**src/rtl/simpleton_mem_responder_if.sv**
```systemverilog
// simpleton_mem_responder_if: req/ack memory bus between a Simpleton core and its memory.
interface simpleton_mem_responder_if;
  logic       req;
  logic       we;
  logic [7:0] addr;
  logic [7:0] wdata;
  logic       ack;
  logic [7:0] rdata;
  logic       err;
  modport master (output req, we, addr, wdata, input ack, rdata, err);
  modport slave  (input req, we, addr, wdata, output ack, rdata, err);
endinterface

```
**src/rtl/simpleton_mem_responder.sv**
```systemverilog
// simpleton_mem_responder: handshaked ROM/RAM target with wait states and a RAM[0] debug tap.
module simpleton_mem_responder #(
  parameter int WAIT_CYCLES = 1,
  parameter int RAM_DEPTH   = 16
) (
  input  logic                       clk,
  input  logic                       rst,
  simpleton_mem_responder_if.slave   bus,
  output logic [7:0]                 mem128_o
);
  localparam int AW = RAM_DEPTH > 1 ? $clog2(RAM_DEPTH) : 1;
  localparam logic [7:0] ROM [8] = '{8'h20, 8'h05, 8'h30, 8'h05, 8'h10, 8'h80, 8'hF0, 8'h0F};
  typedef enum logic [1:0] {IDLE, WAIT, ACK} state_t;
  state_t     state_q, state_d;
  logic [3:0] cnt_q, cnt_d;
  logic       we_q, we_d, err_q, err_d;
  logic [7:0] addr_q, addr_d, wdata_q, wdata_d, rdata_q, rdata_d;
  logic [7:0] ram_q [RAM_DEPTH];
  logic       we_c, in_ram, bad, enter_ack;
  logic [7:0] addr_c, wdata_c, rom_c, rd_c;
  // In IDLE a zero-wait request completes on the capture edge, so decode the live bus there
  always_comb begin
    we_c      = state_q == IDLE ? bus.we    : we_q;
    addr_c    = state_q == IDLE ? bus.addr  : addr_q;
    wdata_c   = state_q == IDLE ? bus.wdata : wdata_q;
    in_ram    = addr_c[7] && ({1'b0, addr_c[6:0]} < 8'(RAM_DEPTH));
    rom_c     = addr_c[7:3] == 5'd0 ? ROM[addr_c[2:0]] : 8'h00;
    rd_c      = we_c ? 8'h00 : !addr_c[7] ? rom_c : in_ram ? ram_q[addr_c[AW-1:0]] : 8'h00;
    bad       = addr_c[7] ? !in_ram : we_c;
    state_d   = state_q;
    cnt_d     = cnt_q;
    we_d      = we_q;
    addr_d    = addr_q;
    wdata_d   = wdata_q;
    enter_ack = 1'b0;
    case (state_q)
      IDLE: if (bus.req) begin
        we_d      = bus.we;
        addr_d    = bus.addr;
        wdata_d   = bus.wdata;
        cnt_d     = 4'(WAIT_CYCLES);
        enter_ack = WAIT_CYCLES == 0;
        state_d   = WAIT_CYCLES == 0 ? ACK : WAIT;
      end
      WAIT: begin
        cnt_d     = cnt_q - 4'd1;
        enter_ack = cnt_q == 4'd1;
        state_d   = enter_ack ? ACK : WAIT;
      end
      ACK:     state_d = bus.req ? ACK : IDLE;
      default: state_d = IDLE;
    endcase
    rdata_d = enter_ack ? rd_c : rdata_q;
    err_d   = enter_ack && bad;
  end
  always_ff @(posedge clk or posedge rst) begin
    if (rst) begin
      state_q <= IDLE;
      cnt_q   <= 4'd0;
      we_q    <= 1'b0;
      addr_q  <= 8'h00;
      wdata_q <= 8'h00;
      rdata_q <= 8'h00;
      err_q   <= 1'b0;
    end else begin
      state_q <= state_d;
      cnt_q   <= cnt_d;
      we_q    <= we_d;
      addr_q  <= addr_d;
      wdata_q <= wdata_d;
      rdata_q <= rdata_d;
      err_q   <= err_d;
    end
  end
  // The write lands only on the edge entering ACK, so a held req cannot re-commit
  always_ff @(posedge clk or posedge rst) begin
    if (rst) begin
      for (int i = 0; i < RAM_DEPTH; i++) ram_q[i] <= 8'h00;
    end else if (enter_ack && we_c && in_ram) begin
      ram_q[addr_c[AW-1:0]] <= wdata_c;
    end
  end
  assign bus.ack   = state_q == ACK;
  assign bus.rdata = rdata_q;
  assign bus.err   = err_q;
  assign mem128_o  = ram_q[0];
endmodule

```
**src/flat_wrapper.sv**
```systemverilog
// flat-port wrapper written by rule: the top's interface ports become plain ports
module simpleton_mem_responder_flat 
#(
  parameter int WAIT_CYCLES = 1,
  parameter int RAM_DEPTH   = 16
)
  (clk, rst, mem128_o, bus_req, bus_we, bus_addr, bus_wdata, bus_ack, bus_rdata, bus_err);
  simpleton_mem_responder_if bus_i ();
  input  logic clk;
  input  logic rst;
  output logic [7:0] mem128_o;
  input wire logic [$bits(bus_i.req)-1:0] bus_req;
  input wire logic [$bits(bus_i.we)-1:0] bus_we;
  input wire logic [$bits(bus_i.addr)-1:0] bus_addr;
  input wire logic [$bits(bus_i.wdata)-1:0] bus_wdata;
  output wire logic [$bits(bus_i.ack)-1:0] bus_ack;
  output wire logic [$bits(bus_i.rdata)-1:0] bus_rdata;
  output wire logic [$bits(bus_i.err)-1:0] bus_err;
  assign bus_i.req = bus_req;
  assign bus_i.we = bus_we;
  assign bus_i.addr = bus_addr;
  assign bus_i.wdata = bus_wdata;
  assign bus_ack = bus_i.ack;
  assign bus_rdata = bus_i.rdata;
  assign bus_err = bus_i.err;
  simpleton_mem_responder #(.WAIT_CYCLES(WAIT_CYCLES), .RAM_DEPTH(RAM_DEPTH)) u_core (.clk(clk), .rst(rst), .bus(bus_i), .mem128_o(mem128_o));
endmodule
```
**config.mk**
```make
export PLATFORM = sky130hd
export DESIGN_NAME = simpleton_mem_responder_flat
export DESIGN_NICKNAME = d
export VERILOG_FILES = /design/src/rtl/simpleton_mem_responder_if.sv /design/src/rtl/simpleton_mem_responder.sv /design/src/flat_wrapper.sv
export SDC_FILE = /design/constraint.sdc
export NUM_CORES = 1
export LEC_CHECK = 0
export BUFFER_PORTS_ARGS = -buffer_cell sky130_fd_sc_hd__buf_4
export CORE_MARGIN = 2
export CORE_UTILIZATION = 45
export DETAILED_ROUTE_END_ITERATION = 10
export GPL_TIMING_DRIVEN = 0
export PLACE_DENSITY = 0.67
export SYNTH_ARGS = -nofsm -noshare
export SYNTH_HDL_FRONTEND = slang
export SYNTH_SLANG_ARGS = --single-unit
```
**constraint.sdc**
```tcl
create_clock -name clk -period 6.88 [get_ports clk]
set_clock_uncertainty 0.2 [all_clocks]
set_input_delay 0.688 -clock clk [delete_from_list [all_inputs] [get_ports clk]]
set_output_delay 0.688 -clock clk [all_outputs]
set_load 0.005 [all_outputs]
```
==> impl.org <==
** Timing
- At the pin with the least slew margin, the transition time is 1.13 ns.
- Based on the critical path, the design can be clocked at up to 279 MHz.
- Setup violations remaining at the end of the flow were counted as 0.
- Fin. Hold Viols :: 0
- Final TNS setup :: 0 ns
- Unrepaired setup endpoints after global routing :: no
- Final period util :: 0.521
- Max Transition Viols Final :: 0
- Tmin final :: 3.59 ns
- Worst hold margin :: 0.0317 ns
- Measured against its own limit, the worst slew margin works out to 0.227.
- Once routing completed, OpenROAD measured the worst setup slack at 3.29 ns.

** Cells and area
- The number of antenna diodes in the final layout is 0.
- Share of layout cells above drive strength 1 :: 0.187
- The net count of the finished layout is 883.
- Core Util, Final :: 0.524
- Final non-filler cell total :: 1098
- From synthesis to final layout, the design area changed by 15.2%.

** Setup path
- STA puts the critical path data required time at 6.96 ns.
- Of all nets on the critical path, the largest fanout is 10.
- Type of element capturing the critical path :: register
- Worst setup slack for register-to-register paths :: 3.29 ns
- Data arrives at the worst endpoint at 3.66 ns.
- Type of the worst setup path :: reg -> reg
- Worst setup SP type :: register

** Floorplanning
- Number of cell rows :: 48
- Horiz. Die Dim :: 135 µm
- Floorplan core area :: 17100 µm²
- The initial utilization of the core area, before any placement, comes to 0.455.
- The floorplan step set the die height to 135 µm.
- During I/O placement, the number of pins put on the boundary was 38.
- Die area :: 18300 µm²

** Clocking
- After clock tree synthesis, the flow added hold-fix buffers numbering 0.
- CTS sink count :: 160
- The clock reaches the later pin of the worst-skew pair after 0.45 ns.
- Clock transition at the registers of the reported paths :: 0.07 ns
- The number of setup buffers added after CTS is 0.
- Clock tree from TritonCTS :: yes
- Clock buffers created by TritonCTS :: 17
- Post_cts resized :: 0
- The H-tree generated during clock tree synthesis spans 4 levels.
- In this run the deepest clock path goes through 2 buffers.
- Root Driver :: sky130_fd_sc_hd__clkbuf_16

** Synth
- The area fraction in compound gates after synthesis is 0.171.
- The number of different library cells used by synthesis comes to 66.
- The mapped netlist covers 7760 µm².
- Synth Area per Inst :: 9.65 µm²
- Post-synth top area share :: 0.516
- Of the total synthesized cell area, the portion taken by full adders, half adders and majority gates is 0.00323.
- The synthesized design contains 160 register bits.
- Proportion of register bits with asynchronous set or reset after synthesis :: 1.00
- In this run, synthesis inferred 0 flip-flops with an integrated enable.
- Multiplexer share of the synthesized area :: 0.0924
- Of the total synthesized cell area, the portion taken by AND, OR, NAND and NOR gates is 0.163.
- Most used DFF post-synth :: sky130_fd_sc_hd__dfrtp_1
- Of the synthesized area, sequential elements account for 0.516.
- Ranked by total cell area, the synthesized netlist is headed by sky130_fd_sc_hd__dfrtp_1, sky130_fd_sc_hd__a21oi_1, sky130_fd_sc_hd__mux2i_1, sky130_fd_sc_hd__nand2_1, sky130_fd_sc_hd__nor2_1.
- After synthesis, the largest family of logic cells by area is compound AO/OA/AOI/OAI gates.
- Synthesis produced 804 cells.
- The biggest area contributor in the post-synthesis netlist is sky130_fd_sc_hd__dfrtp_1.
- The number of nets handed over by synthesis was 826.
- XOR/XNOR share of the synthesized area :: 0
- Yosys synthesis warning count :: 0

** Outcome
- Status :: finished, final reports clean

** Routing
- Post-route DRC violation count :: 0
- Count of nets left with antenna violations after detail routing :: 0
- 1st-pass router iterations :: 7
- After detailed routing, the number of vias per cell comes to 5.83.
- DRT iter0 DRCs :: 680
- In the final routed layout, each cell accounts on average for 20.9 µm.
- The detailed router placed 6406 vias in this run.
- Drt total wl :: 22.9 mm

** Power
- Power density of the placed cells :: 434 nW/µm²
- Gate power share :: 0.444
- The worst-case IR drop observed on VDD is 275 µV.
- The analysis attributes to cell leakage a power of 4.07 nW.
- Net switching power :: 0.00169 W
- Of the total power, the share spent switching nets is 0.435.
- The internal portion of the total power is 0.00219 W.
- Part of the power in the clock network :: 0.244
- Of the total power, registers draw 0.311.

** Place
- Routability cong. :: 0.986
- Port buffering added 37 buffers.
- Worst-case setup slack after placement :: 3.39 ns
- Post-DP HPWL :: 16.0 mm
- Counting tap cells, the placed design contains a total of 1067 instances.

** Global routing
- The number of antenna violations at the first check in global routing came to 0.
- Global routing finished with a remaining overflow of 0.
- Global-route wire length before repair :: 35.7 mm
- In the global route stage, overall resource usage came out at 0.263.
- Largest net degree at the start of global routing :: 117
- Via count of the first global-routing pass :: 6243

** Flow run
- Max-cap violations in this run came to 0.

** Worst hold path
- Hold/Removal Path Class :: in -> async
metal layers:
layer / track usage / vias to the layer above / wire length, µm
met1: 0.353 / 3127 / 9740
met3: 0.0715 / 52 / 1880
met4: 0.109 / 0 / 796
li1: - / 2937 / -
met2: 0.405 / 290 / 10500
met5: 0.00833 / - / 0
cells by family (layout without fill, tap and decap cells):
| group | after synthesis | count (layout) |
|---|---|---|
| multiplexers | 67 | 67 |
| AND/OR/NAND/NOR | 276 | 276 |
| buffers and inverters | 75 | 144 |
| flip-flops | 160 | 160 |
| adder cells (fa/ha/maj) | 2 | 2 |
| AO/OA/AOI/OAI | 224 | 224 |
critical path, cell delays in order (launching register included):
cell and delay (ns):
sky130_fd_sc_hd__dfrtp_1 0.44, sky130_fd_sc_hd__nor2_2 0.43, sky130_fd_sc_hd__buf_6 0.24, sky130_fd_sc_hd__buf_2 0.31, sky130_fd_sc_hd__mux2i_1 0.96, sky130_fd_sc_hd__clkbuf_1 0.67, sky130_fd_sc_hd__a21oi_1 0.16
registers in the layout (all words and copies together) (netlist names):
signal / count
u_core.state_q: 2
u_core.addr_q: 8
u_core.wdata_q: 8
u_core.mem128_o: 8
u_core.cnt_q: 4
u_core.we_q: 1
u_core.ram_q: 120
u_core.bus.err: 1
u_core.bus.rdata: 8
stage by stage:
stage / cell area [µm²] / power [W]
3_3_place_gp: 8320 / 0.00288
3_5_place_dp: 8350 / 0.00289
6_report: 8930 / 0.00388
5_1_grt: 8930 / 0.00405
2_1_floorplan: 7760 / 0.00229
4_1_cts: 8930 / 0.00384
layout make-up:
class                   count  area [µm²]
inverters                   7        36.3
multi-input cells         569        3330
clock inverters            14         159
flip-flops and latches    160        4000
fillers                  1591        8120
repair buffers             38         305
well taps                 225         282
plain buffers              68         390
clock buffers              17         425
cell usage in the layout, fill, tap and decap left out, types with 6 or more instances in the layout:
master,count
sky130_fd_sc_hd__dfrtp_1,160
sky130_fd_sc_hd__nand2_1,111
sky130_fd_sc_hd__a21oi_1,96
sky130_fd_sc_hd__nor2_1,93
sky130_fd_sc_hd__o21ai_0,53
sky130_fd_sc_hd__buf_4,50
sky130_fd_sc_hd__mux2i_1,44
sky130_fd_sc_hd__clkbuf_1,21
sky130_fd_sc_hd__mux2_2,20
sky130_fd_sc_hd__buf_2,19
sky130_fd_sc_hd__nand3_1,19
sky130_fd_sc_hd__clkbuf_16,17
sky130_fd_sc_hd__o21ai_1,13
sky130_fd_sc_hd__a22oi_1,12
sky130_fd_sc_hd__o21ai_2,8
sky130_fd_sc_hd__a32oi_1,8
sky130_fd_sc_hd__clkbuf_2,8
sky130_fd_sc_hd__buf_6,7
sky130_fd_sc_hd__nor4_1,6
sky130_fd_sc_hd__and3_1,6
power by group through the flow:
stage          Clock (W)  Combinational [W]  Sequential, W
6_report        0.000947            0.00172        0.00121
5_1_grt         0.000996            0.00183        0.00122
4_1_cts         0.000954            0.00168        0.00120
3_5_place_dp           0            0.00167        0.00122
3_3_place_gp           0            0.00166        0.00122
2_1_floorplan          0            0.00110        0.00119
synthesized netlist by cell type (4+ instances only):
| master | n |
|---|---|
| sky130_fd_sc_hd__a32oi_1 | 8 |
| sky130_fd_sc_hd__mux2i_1 | 44 |
| sky130_fd_sc_hd__nor4_1 | 6 |
| sky130_fd_sc_hd__mux2_2 | 20 |
| sky130_fd_sc_hd__nor3_1 | 4 |
| sky130_fd_sc_hd__a21oi_1 | 96 |
| sky130_fd_sc_hd__or3_1 | 5 |
| sky130_fd_sc_hd__clkbuf_1 | 21 |
| sky130_fd_sc_hd__o21ai_1 | 13 |
| sky130_fd_sc_hd__nor2_1 | 93 |
| sky130_fd_sc_hd__a22oi_1 | 12 |
| sky130_fd_sc_hd__o31ai_1 | 5 |
| sky130_fd_sc_hd__o21ai_0 | 53 |
| sky130_fd_sc_hd__nand2b_1 | 5 |
| sky130_fd_sc_hd__buf_2 | 19 |
| sky130_fd_sc_hd__a31oi_1 | 4 |
| sky130_fd_sc_hd__and3_1 | 6 |
| sky130_fd_sc_hd__nand3_1 | 19 |
| sky130_fd_sc_hd__buf_4 | 13 |
| sky130_fd_sc_hd__dfrtp_1 | 160 |
| sky130_fd_sc_hd__buf_6 | 7 |
| sky130_fd_sc_hd__clkbuf_2 | 8 |
| sky130_fd_sc_hd__nand2_1 | 111 |
| sky130_fd_sc_hd__inv_1 | 6 |
| sky130_fd_sc_hd__o21ai_2 | 8 |
path summary, 6_finish.rpt:
path | start | to | cells after the start
max in group asynchronous | rst | u_core.ram_q[69]$_DFFE_PP0P_ | 3
worst min register to register | u_core.ram_q[68]$_DFFE_PP0P_ | u_core.ram_q[68]$_DFFE_PP0P_ | 2
worst max-delay path | u_core.state_q[0]$_DFFE_PP0P_ | u_core.ram_q[55]$_DFFE_PP0P_ | 6
worst min-delay path | rst | u_core.wdata_q[1]$_DFFE_PP0P_ | 2
worst max register to register | u_core.state_q[0]$_DFFE_PP0P_ | u_core.ram_q[55]$_DFFE_PP0P_ | 6
min in group clk | bus_req | u_core.state_q[1]$_DFFE_PP0P_ | 3
Note: power is estimated with default switching activity, not from simulation.
